===== src/rtl/pll_lock_supervisor.sv =====
// rtl/pll_lock_supervisor.sv - PLL reset sequencing, lock qualification and downstream reset release
module pll_lock_supervisor #(
   parameter int SYNC_STAGES        = 2,
   parameter int PLL_RESET_CYCLES   = 16,
   parameter int LOCK_TIMEOUT       = 100000,
   parameter int LOCK_STABLE_CYCLES = 1024,
   parameter int CNT_W              = 8
) (
   input  logic             clock_in,
   input  logic             reset,
   input  logic             locked_in,
   output logic             pll_resetb,
   output logic             sys_reset,
   output logic             ready,
   output logic [CNT_W-1:0] loss_count,
   output logic             timeout_seen
);

   // The shared counter must reach the largest terminal value of any state.
   localparam int MAX_A   = (PLL_RESET_CYCLES > LOCK_TIMEOUT) ? PLL_RESET_CYCLES : LOCK_TIMEOUT;
   localparam int MAX_CYC = (MAX_A > LOCK_STABLE_CYCLES) ? MAX_A : LOCK_STABLE_CYCLES;
   localparam int CTR_W   = (MAX_CYC > 1) ? $clog2(MAX_CYC) : 1;

   localparam logic [CTR_W-1:0] RST_LAST     = CTR_W'(PLL_RESET_CYCLES - 1);
   localparam logic [CTR_W-1:0] TIMEOUT_LAST = CTR_W'(LOCK_TIMEOUT - 1);
   localparam logic [CTR_W-1:0] STABLE_LAST  = CTR_W'(LOCK_STABLE_CYCLES - 1);

   typedef enum logic [1:0] {
      PLL_RST   = 2'd0,
      WAIT_LOCK = 2'd1,
      STABLE    = 2'd2,
      RUN       = 2'd3
   } state_t;

   state_t                 state_q, state_d;
   logic [CTR_W-1:0]       ctr_q, ctr_d;
   logic [SYNC_STAGES-1:0] sync_q, sync_d;
   logic                   pll_resetb_q, pll_resetb_d;
   logic                   sys_reset_q, sys_reset_d;
   logic                   ready_q, ready_d;
   logic [CNT_W-1:0]       loss_count_q, loss_count_d;
   logic                   timeout_seen_q, timeout_seen_d;
   logic                   locked_sync;

   assign locked_sync = sync_q[SYNC_STAGES-1];

   // Next-state, counter, synchronizer shift and registered-output computation.
   always_comb begin
      state_d        = state_q;
      ctr_d          = ctr_q + CTR_W'(1);
      sync_d         = {sync_q[SYNC_STAGES-2:0], locked_in};
      loss_count_d   = loss_count_q;
      timeout_seen_d = timeout_seen_q;

      case (state_q)
         PLL_RST: begin
            if (ctr_q == RST_LAST) begin
               state_d = WAIT_LOCK;
            end
         end
         WAIT_LOCK: begin
            // Lock is checked first so it wins over a coincident timeout.
            if (locked_sync) begin
               state_d = STABLE;
            end else if (ctr_q == TIMEOUT_LAST) begin
               state_d        = PLL_RST;
               timeout_seen_d = 1'b1;
            end
         end
         STABLE: begin
            if (!locked_sync) begin
               state_d = WAIT_LOCK;
            end else if (ctr_q == STABLE_LAST) begin
               state_d = RUN;
            end
         end
         RUN: begin
            if (!locked_sync) begin
               state_d = PLL_RST;
               if (!(&loss_count_q)) begin
                  loss_count_d = loss_count_q + CNT_W'(1);
               end
            end
         end
         default: begin
            state_d = PLL_RST;
         end
      endcase

      if (state_d != state_q) begin
         ctr_d = '0;
      end

      // Outputs follow the next state so they change on the same edge as the state register.
      pll_resetb_d = (state_d != PLL_RST);
      sys_reset_d  = (state_d != RUN);
      ready_d      = (state_d == RUN);
   end

   // All state and outputs, cleared asynchronously by reset.
   always_ff @(posedge clock_in or posedge reset) begin
      if (reset) begin
         state_q        <= PLL_RST;
         ctr_q          <= '0;
         sync_q         <= '0;
         pll_resetb_q   <= 1'b0;
         sys_reset_q    <= 1'b1;
         ready_q        <= 1'b0;
         loss_count_q   <= '0;
         timeout_seen_q <= 1'b0;
      end else begin
         state_q        <= state_d;
         ctr_q          <= ctr_d;
         sync_q         <= sync_d;
         pll_resetb_q   <= pll_resetb_d;
         sys_reset_q    <= sys_reset_d;
         ready_q        <= ready_d;
         loss_count_q   <= loss_count_d;
         timeout_seen_q <= timeout_seen_d;
      end
   end

   assign pll_resetb   = pll_resetb_q;
   assign sys_reset    = sys_reset_q;
   assign ready        = ready_q;
   assign loss_count   = loss_count_q;
   assign timeout_seen = timeout_seen_q;

endmodule

===== config.mk =====
export PLATFORM = sky130hd
export DESIGN_NAME = pll_lock_supervisor
export DESIGN_NICKNAME = d
export VERILOG_FILES = /design/src/rtl/pll_lock_supervisor.sv
export SDC_FILE = /design/constraint.sdc
export NUM_CORES = 1
export LEC_CHECK = 0
export CORE_ASPECT_RATIO = 0.7
export CORE_UTILIZATION = 56
export DETAILED_ROUTE_END_ITERATION = 10
export MAX_ROUTING_LAYER = met4
export PLACE_DENSITY = 0.87
export SYNTH_ARGS = -nofsm -noshare
export SYNTH_HDL_FRONTEND = slang
export SYNTH_SLANG_ARGS = --single-unit

===== constraint.sdc =====
create_clock -name clock_in -period 2.9 [get_ports clock_in]
set_clock_uncertainty 0.2 [all_clocks]
set_input_delay 0.29 -clock clock_in [delete_from_list [all_inputs] [get_ports clock_in]]
set_output_delay 0.29 -clock clock_in [all_outputs]
set_load 0.02 [all_outputs]

# Word level (Yosys, flattened, before mapping)

Cells that the tools add are included.

Add/sub/neg operators: 2
Order comparisons: 0
Bitwise logic cells: 2
Multiplexer cells: 8
Shift-type cells: 0
Reduce and logical (&&, ||, !) cells: 5
$mul: 0
Equality and inequality tests: 9
Div/mod/pow operators: 0

Operators with widths:

| kind                  | count |
|---|---|
| $add 17x1->17 const B | 1 |
| $eq 17x10->1 const B  | 1 |
| $eq 17x17->1 const B  | 1 |
| $eq 17x4->1 const B   | 1 |
| $mux 17               | 1 |
| $mux 2                | 6 |
| $add 8x1->8 const B   | 1 |
| $pmux 2 s4            | 1 |
| $reduce_and 8->1      | 1 |
| $eq 2x2->1 const B    | 3 |
| $reduce_and 3->1      | 2 |
| $eq 2x1->1 const B    | 1 |
| $logic_not 2->1       | 1 |
| $ne 2x2->1            | 1 |
| $ne 2x2->1 const B    | 1 |
| $not 1->1             | 2 |
| $reduce_bool 2->1     | 1 |

RAM bits: 0
Logic and storage cells: 34
Flip-flop bits (word level): 33
Memories kept: 0
Bits in latches: 0
Bits in read-only memories: 0

# Depth between registers and ports, before layout

Gate-level depths: netlist of the first run.

Word-level depth: 6
Mapped depth: 7

# Least setup slack after synthesis of the first run

No wires, ideal clock.

Kind: register -> register
Start point: register ctr_q[11]
End point: register ctr_q[11]
Cell stages (with the launch flop): 6
Library setup time: 0.127 ns
Period minus slack after synthesis: 2.063 ns
Data required time: 2.573 ns
Arrival time: 1.736 ns
Slack: 0.837 ns
Path buffers: 0
Path through: dfrtp_1 or4_4 nor4_4 o31ai_2 a21oi_4 nor2_1

Longest elaborated chain between the ends: 6
Elaborated cells between the ends (all ways): 12
Classes of those cells: add/sub: 1; eq/ne: 4; mux: 7

RTL lines:

| what                                         | line   | text |
|---|---|---|
| start: declaration                           | 36     | `logic [CTR_W-1:0] ctr_q, ctr_d;` |
| start signal: assignment                     | 113    | `ctr_q <= ctr_d;` |
| $eq 17x10->1 or $eq 17x17->1 (tied branches) | 73, 65 |  |
| $mux 2 (on tied branches)                    | 73, 65 |  |
| $mux 2 (on tied branches)                    | 71, 63 |  |
| $pmux 2 s4                                   | 55     | `case (state_q)` |
| $ne 2x2->1                                   | 90     | `if (state_d != state_q) begin` |
| $mux 17 *                                    | 90     |  |
| net ctr_d[11]                                | 36     |  |

Mark *: on every way through the listed nets, which the timed path passes. The rest lies on a longest branch.
A chain may end at the register's enable or synchronous reset.

# Worst setup path after layout of the first run

Start point: register ctr_q[11]
End point: register ctr_q[16]

The elaborated chain is that of the path after synthesis.

==> flow_summary.yaml, run 1 <==
run_status:
  outcome: "finished, final reports clean"
sta:
  drv_slew: 0
  max_freq_mhz: 438
  timing.final.hold_violations: 0
  setup_ws_ps: 618
  rsz0062_at_grt: "no"
  layout_min_cycle_time_ps: 2280
  setup_tns_ps: 0
  max-slew-margin-rel: 0.616
  period_share: 0.787
  setup_viol: 0
  tightest_slew_ps: 573
layout:
  synthToLayoutAreaGrowth_pct: 16.1
  antennaDiodeCount: 0
  final_util: 0.715
  drive_gt1_frac: 0.101
  fin_cells: 203
  fin_nets: 173
  fillers: 159
logic_synthesis:
  netlist_top_cells_area: "dfrtp_1 (51%), xor2_1 (8.3%), nor2_1 (6.2%), xnor2_1 (3.9%), nand3_1 (2.8%)"
  yosys.area.top_type: "dfrtp_1"
  postSynthCellCount: 148
  netlist_area_um2: 1580
  synth.top_cells.by_count: "dfrtp_1 (32), nor2_1 (26), xor2_1 (15)"
  yosysMostFrequentCell: "dfrtp_1"
  ys_seq_area_frac: 0.522
  yosysWarnings: 0
  yosys_register_bits: 33
  synth_top_area_frac: 0.506
  synthFlopType: "dfrtp_1"
  async_reset_ff_frac: 1.00
  synth_cell_type_count: 36
  synth_edf_count: 0
  synth_nets: 153
  syn_area_per_cell_um2: 10.7
detailed_routing:
  wl_per_cell_um: 15.2
  vias_per_cell: 5.54
  vias: 1124
  wirelength_um: 3080
  drt_iter0_markers: 67
  drt_pass1_iterations: 4
  drc: 0
  postRouteAntennaNets: 0
clock_network:
  numCtsBuffers: 5
  post_cts_buffers: 0
  clk_latency_ps: 280
  cts.sinks: 33
  hold_buffers: 0
  cts_tree: "yes"
  clockBufferDepth: 2
  postCtsResizedCells: 0
  ctsHtreeMaxLevel: 2
  clk_transition_reported_paths_ps: 60
  cts-root-buf: "clkbuf_8"
place:
  port_buffers: 14
  place_inst: 195
  pre_cts_ws_ps: 626
  gp_congestion: 0.823
  dp_hpwl_um: 2250
die:
  num_rows: 15
  placeableCoreArea_um2: 2570
  die-area_um2: 3050
  pin_count: 15
  initial_core_util: 0.616
  die_x_um: 65.6
  die_h_um: 46.5
pwr:
  switching_share: 0.334
  switchingPower_uw: 428
  combPwrFrac: 0.273
  clkPwrFrac: 0.256
  ir_drop_mv: 0.468
  power.internal_uw: 854
  powerDensity_nw_per_um2: 697
  leakage_uw: 0.000816
  power_frac_seq: 0.471
min_path:
  hold_end: "sync_q[1]"
  min_path_cells: 0
  min_from: "sync_q[0]"
  min_path_type: "flip-flop to flip-flop"
setup_path:
  cp.required_ps: 2850
  startpoint: "ctr_q[11]"
  crit_arrival_ps: 2230
  r2r_end: "ctr_q[16]"
  slowest_delay_ps: 580
  r2r_slack_ps: 620
  critPathKind: "flip-flop to flip-flop"
  critPathBufInv: 0
  critPathTopFamily: "simple AND/OR/NAND/NOR gates"
  worstPathCellList: "or4_4 > nor4_4 > o31ai_2 > a21oi_4 > nor2_1"
  crit_fanout: 10
  r2r_start: "ctr_q[11]"
  cp-end-kind: "flip-flop"
  cp-start-kind: "flip-flop"
  worst_r2r_path_depth: 5
  crit_slowest_cell: "or4_4"
global_routing:
  grt_max_degree: 34
  overflow: 0
  antenna_found_initial: 0
  grt_pass1_vias: 1069
  grt_pass1_wl_um: 5130
  track_usage: 0.254
flow_run:
  drv_cap: 0
## cell families after synthesis
kind of cell	share of synthesized area
XOR/XNOR	0.122
AND/OR/NAND/NOR	0.239
flip-flops	0.522
multiplexers	0.00711
AO/OA/AOI/OAI	0.0735
adder cells (fa/ha/maj)	0.0158
buffers and inverters	0.0213
## flip-flops by register name, indices dropped and copies added, names as in the netlist
name / cells
ctr_q: 17
loss_count: 8
pll_resetb: 1
ready: 1
state_q: 2
sync_q: 2
sys_reset: 1
timeout_seen: 1
## how the worst max path moves through the flow
stage | endpoint | slack (ps) | cells past startpoint
floorplan | ctr_q[11] | 840 | 5
global placement | ctr_q[2] | 740 | 5
detailed placement | ctr_q[14] | 630 | 5
CTS | ctr_q[14] | 620 | 5
global route | ctr_q[16] | 550 | 5
finish | ctr_q[16] | 620 | 5
## metal layers
layer | wire length (um) | part of all wire | vias up | track usage
met4 | 40 | 0.013 | 0 | 0.109
met5 | 0 | 0 | - | -
met1 | 1480 | 0.48 | 545 | 0.331
met3 | 117 | 0.038 | 6 | 0.0817
met2 | 1450 | 0.47 | 22 | 0.365
li1 | - | - | 551 | -
## worst reg2reg max path, delay by kind of cell, from the launching register on
family	cells	cell delay (ps)
AND/OR/NAND/NOR	3	1120
flip-flops	1	420
AO/OA/AOI/OAI	2	420
## layout by cell type, fill, tap and decap left out, drive strengths merged
cell type      Yosys  final
dfstp              1      1
buf                1      1
nor4               4      4
nand4              7      7
nand2              8      8
nand3              9      9
dfrtp             32     32
o21a               2      2
a21o               1      1
nand2b             1      1
clkbuf             1      8
a31o               1      1
inv                5      5
or2                1      1
nor2              26     26
o21ai              1      1
xor2              15     15
o31ai              1      1
or4b               2      2
or2b               1      1
mux2               1      1
o211ai             2      2
xnor2              7      7
and4               1      1
nor2b              1      1
and3               3      3
ha                 2      2
nand3b             1      1
clkdlybuf4s50      0     14
or4                2      2
a21oi              4      4
nor3               4      4
## power groups by stage
stage / registers [uW] / logic (uW) / clock network (uW)
finish: 603 / 350 / 329
global placement: 605 / 334 / 0
detailed placement: 610 / 351 / 0
CTS: 602 / 353 / 335
global route: 617 / 391 / 349
floorplan: 628 / 220 / 0
## final cells by class
cell class	instances	area [um^2]	area share
Clock buffer	8	80.1	0.0435
Timing Repair Buffer	15	148	0.0803
Sequential cell	33	827	0.450
Inverter	5	18.8	0.0102
Tap cell	34	42.5	0.0231
Multi-Input combinational cell	108	723	0.393
## metrics by stage
stage	power (uW)	instance area [um^2]	hold slack (ps)
after floorplan	848	1580	121
after global placement	939	1760	134
after detailed placement	961	1760	147
after CTS	1290	1840	161
after global routing	1360	1840	171
final	1280	1840	158
Power figures use the tool's default switching activity.
==> inputs of run 2 (changes only) <==
- CORE_UTILIZATION: 56 -> 50
- PLACE_DENSITY: 0.87 -> 0.83
- clock period: 2.9 -> 1.93 ns (I/O delays scaled with it)
==> run 2 against run 1 <==
Effect of this change:
- the flow now finishes with violations (negative setup slack)
- hold slack got worse by 110 ps
- setup slack got worse by 880 ps
- largest power group unchanged
- critical endpoint is now state_q[0]
- clock-buffer cell count fell by 3
- maximum frequency rose by 3.9%
==> flow_summary.yaml, run 2 (same netlist as run 1, synthesis figures left out) <==
run_status:
  outcome: "finished, violations left"
  violations: "negative setup slack"
global_routing:
  grt_pass1_wl_um: 6350
  overflow: 0
  grtUsageMet3: 0.0599
  top_usage_layer: "met2"
  grt.met1_usage: 0.325
  antenna_found_initial: 0
  grt_pass1_vias: 1370
  grtUsageMet2: 0.405
  track_usage: 0.259
  grt_max_degree: 19
layout:
  final_cell_mix: "dfrtp_1 (32), buf_4 (32), nor2_1 (22), xor2_1 (15), clkdlybuf4s50_1 (14)"
  fillers: 165
  antennaDiodeCount: 0
  drive_gt1_frac: 0.314
  largest_register_ffs: 17
  top_register: "ctr_q"
  fin_nets: 208
  synthToLayoutAreaGrowth_pct: 40.7
pwr:
  powerDensity_nw_per_um2: 1010
  power_frac_seq: 0.392
  clkPwrFrac: 0.289
  ir_drop_mv: 0.923
  power_uw: 2250
  switchingPower_uw: 741
  combPwrFrac: 0.319
  switching_share: 0.329
  power.internal_uw: 1510
  leakage_uw: 0.00102
clock_network:
  clk_transition_reported_paths_ps: 80
  hold_buffers: 0
  clockBufferDepth: 2
  cts_tree: "yes"
  cts.sinks: 33
  clk_latency_ps: 290
  numCtsBuffers: 5
  ctsHtreeMaxLevel: 2
  cts-root-buf: "clkbuf_8"
min_path:
  min_path_type: "input pin to asynchronous set/reset pin"
sta:
  max_freq_mhz: 455
  setup_viol: 22
  layout_min_cycle_time_ps: 2200
  tightest_slew_ps: 565
  setup_ws_ps: -266
  period_share: 1.14
  rsz0062_at_grt: "yes"
  max-slew-margin-rel: 0.623
  drv_slew: 0
  timing.final.hold_violations: 0
die:
  die_h_um: 49.1
  die-area_um2: 3400
  initial_core_util: 0.546
  pin_count: 15
  num_rows: 16
  placeableCoreArea_um2: 2900
  die_x_um: 69.3
detailed_routing:
  wl_per_cell_um: 16.6
  drt_iter0_markers: 121
  vias: 1344
  drt_pass1_iterations: 4
  postRouteAntennaNets: 0
  drc: 0
  vias_per_cell: 5.60
  wirelength_um: 3980
place:
  gp_congestion: 0.896
  dp_hpwl_um: 2580
  port_buffers: 14
  pre_cts_ws_ps: -247
setup_path:
  crit_fanout: 3
  crit_slowest_cell: "or4_4"
  slowest_delay_ps: 580
  cp-start-kind: "flip-flop"
  cp.required_ps: 1920
  critPathKind: "flip-flop to flip-flop"
  cp-end-kind: "flip-flop"
  crit_top_cell: "buf_4"
  crit_arrival_ps: 2180
  worstPathCellList: "or4_4 > buf_6 > nor4_4 > buf_4 > buf_4 > o21a_1 > nor3_1 > a21o_1"
flow_run:
  drv_cap: 0
[run 2: cell count changes in the layout (fill, tap and decap cells not counted), moves of 2 or more]
cell and change:
nor4_2 +3, buf_6 +2, nor4_1 -3, nor2_2 +4, buf_4 +31, clkbuf_1 -3
nor2_1 -4
[run 2: worst max-delay path, delay by kind of cell, from the launching register on]
family,cells,cell delay (ps)
flip-flops,1,390
AND/OR/NAND/NOR,3,750
AO/OA/AOI/OAI,2,300
buffers and inverters,3,450
[run 2: layout make-up]
class / count / area (um^2) / share of cell area
clock buffers: 5 / 68.8 / 0.0309
clock inverters: 3 / 46.3 / 0.0208
inverters: 5 / 18.8 / 0.00842
multi-input cells: 109 / 800 / 0.359
flip-flops and latches: 33 / 827 / 0.371
well taps: 36 / 45.0 / 0.0202
repair buffers: 49 / 423 / 0.190
[run 2: worst paths after layout]
check                                from             to  slack [ps]  cells after the start
worst min-delay path                reset  loss_count[7]          50                      2
min in group clock_in           locked_in      sync_q[0]         160                      1
worst max-delay path            ctr_q[11]     state_q[0]        -270                      8
worst max register to register  ctr_q[11]     state_q[0]        -270                      8
worst min register to register  sync_q[0]      sync_q[1]         170                      0
max in group asynchronous           reset      ctr_q[12]         970                      3
[run 2: power by group through the flow]
stage / Combinational, uW / Clock (uW) / Sequential, uW
final: 718 / 650 / 882
after global routing: 779 / 692 / 895
after CTS: 656 / 669 / 882
after detailed placement: 625 / 0 / 895
after global placement: 601 / 0 / 886
after floorplan: 333 / 0 / 944
[run 2: stage by stage]
| step | hold slack [ps] | TNS, ps | area (um^2) | std cells | utilization |
|---|---|---|---|---|---|
| finish | 48.4 | -4640 | 2230 | 240 | 0.768 |
| global route | 96.0 | -5910 | 2230 | 240 | 0.768 |
| CTS | 53.3 | -3420 | 2160 | 236 | 0.745 |
| detailed placement | 168 | -4540 | 1970 | 223 | 0.680 |
| global placement | 143 | -2900 | 1970 | 223 | 0.680 |
| floorplan | 24.4 | -1950 | 1590 | 148 | - |
[run 2: what timing repair did]
action                     4_1_cts  5_1_grt
setup endpoints to repair       22       25
setup buffers                    4        4
pin swaps                        3        6
cloned                           1        0
resized for setup                6        8
[run 2: metal layers]
| layer | routed length (um) | part of all wire |
|---|---|---|
| met5 | 0 | 0 |
| met4 | 47 | 0.012 |
| met3 | 232 | 0.058 |
| met2 | 2020 | 0.51 |
| met1 | 1680 | 0.42 |
==> inputs of run 3 (changes only) <==
- CORE_UTILIZATION: 50 -> 39
- PLACE_DENSITY: 0.83 -> unset
==> run 3 against run 2 <==
Effect of this change:
- the run still ends with negative setup slack left
- routed wire length down 15%
- sequential share of layout area rose by 1.6 points
- clock power down 19%
- cell count is 2.5% higher
- sequential power is 2% lower
- first-iteration DRC count decreased by 23%
- via count is 6.8% lower
- largest cell class unchanged
- largest power group unchanged
==> flow_summary.yaml, run 3 (same netlist as run 1, synthesis figures left out) <==
run_status:
  outcome: "finished, violations left"
  violations: "negative setup slack"
layout:
  antennaDiodeCount: 0
  multi_input_area_um2: 786
  final_common_cell: "dfrtp_1"
  register_area_um2: 827
  stdcell_area_um2: 2140
  synthToLayoutAreaGrowth_pct: 35.0
  final_cell_mix: "dfrtp_1 (32), nor2_1 (24), buf_4 (24), xor2_1 (15), clkdlybuf4s50_1 (14)"
  fillers: 322
  top_register: "ctr_q"
  largest_register_ffs: 17
  fin_cells: 246
  fin_nets: 200
  drive_gt1_frac: 0.255
min_path:
  min_path_type: "input pin to asynchronous set/reset pin"
setup_path:
  cp.required_ps: 1890
  crit_arrival_ps: 2200
  critPathKind: "flip-flop to flip-flop"
  startpoint: "ctr_q[14]"
  r2r_start: "ctr_q[14]"
  slowest_delay_ps: 580
  crit_fanout: 7
  cp-start-kind: "flip-flop"
  r2r_end: "ctr_q[7]"
  cp-end-kind: "flip-flop"
  r2r_slack_ps: -310
  worst_r2r_path_depth: 5
  crit_slowest_cell: "or4_4"
  worstPathCellList: "or4_4 > nor4_1 > nand3b_1 > o211ai_4 > nor2_1"
global_routing:
  grt_max_degree: 34
  track_usage: 0.186
  antenna_found_initial: 0
  overflow: 0
  grt_pass1_vias: 1210
  grt_pass1_wl_um: 5910
pwr:
  powerDensity_nw_per_um2: 999
  power_frac_seq: 0.406
  clkPwrFrac: 0.246
  switching_share: 0.332
  power_uw: 2140
  combPwrFrac: 0.347
  power.internal_uw: 1430
  switchingPower_uw: 709
  leakage_uw: 0.000961
  ir_drop_mv: 0.554
detailed_routing:
  drc: 0
  drt_pass1_iterations: 4
  wirelength_um: 3390
  vias_per_cell: 5.09
  wl_per_cell_um: 13.8
  postRouteAntennaNets: 0
  vias: 1252
  drt_iter0_markers: 93
clock_network:
  ctsHtreeMaxLevel: 2
  clk_latency_ps: 280
  cts-root-buf: "clkbuf_8"
  hold_buffers: 0
  numCtsBuffers: 5
  cts_tree: "yes"
  clockBufferDepth: 2
  clk_transition_reported_paths_ps: 60
  cts.sinks: 33
sta:
  max-slew-margin-rel: 0.685
  drv_slew: 0
  setup_tns_ps: -3720
  period_share: 1.16
  setup_viol: 22
  rsz0062_at_grt: "yes"
  setup_ws_ps: -307
  tightest_slew_ps: 470
  layout_min_cycle_time_ps: 2240
  max_freq_mhz: 447
  timing.final.hold_violations: 0
die:
  die_h_um: 55.3
  pin_count: 15
  initial_core_util: 0.429
  die_x_um: 78.2
  num_rows: 18
  die-area_um2: 4320
  placeableCoreArea_um2: 3690
place:
  place_inst: 235
  port_buffers: 14
  pre_cts_ws_ps: -207
  dp_hpwl_um: 2380
  gp_congestion: 0.812
  postPlaceCellArea_um2: 1960
flow_run:
  drv_cap: 0
## run 3: cell count changes in the layout (fill, tap and decap cells not counted), moves of 2 or more
cell / change
nor2_1: +2
nor2_2: -2
buf_4: -8
clkbuf_1: +2
## run 3: worst max-delay path by stage
stage                           end  slack [ps]  depth (start not counted)
after floorplan           ctr_q[11]        -120                          5
after global placement    ctr_q[16]        -160                          5
after detailed placement   ctr_q[2]        -210                          5
after CTS                  ctr_q[3]        -210                          6
after global routing       ctr_q[3]        -370                          5
final                      ctr_q[7]        -310                          5
## run 3: through the flow
stage               hold slack [ps]  utilization
detailed placement              158        0.532
global route                    119        0.579
CTS                            99.4        0.573
finish                         86.7        0.579
global placement                137        0.532
floorplan                      24.4            -
## run 3: routing by layer
metal | up-vias | routed length, um | part of all wire | GRT usage
li1 | 608 | - | - | -
met1 | 617 | 1660 | 0.49 | 0.247
met2 | 25 | 1580 | 0.47 | 0.267
met3 | 2 | 142 | 0.042 | 0.0744
met4 | 0 | 4 | 0.0012 | 0.0397
met5 | - | 0 | 0 | -
## run 3: cell type report
| cell class | instances | share of cell area |
|---|---|---|
| clock buffer | 8 | 0.0421 |
| inverter | 5 | 0.00878 |
| multi-input combinational | 109 | 0.367 |
| sequential | 33 | 0.387 |
| tap | 50 | 0.0293 |
| timing repair buffer | 41 | 0.166 |
## run 3: critical path, delay by kind of cell (launching register included)
kind               cells  cell delay, ps
and+or+nand+nor        4            1340
AOI/OAI and AO/OA      1             190
DFF                    1             390
## run 3: what timing repair did
| item | 4_1_cts | 5_1_grt |
|---|---|---|
| resized for setup | 6 | 6 |
| setup buffers | 2 | 1 |
| cloned | 1 | 0 |
| pin swaps | 5 | 10 |
| setup endpoints to repair | 21 | 22 |
## run 3: power groups by stage
stage	logic, uW	registers, uW	clock network [uW]
6_report	742	868	526
5_1_grt	811	880	588
4_1_cts	731	871	547
3_5_place_dp	679	882	0
3_3_place_gp	660	875	0
2_1_floorplan	333	944	0
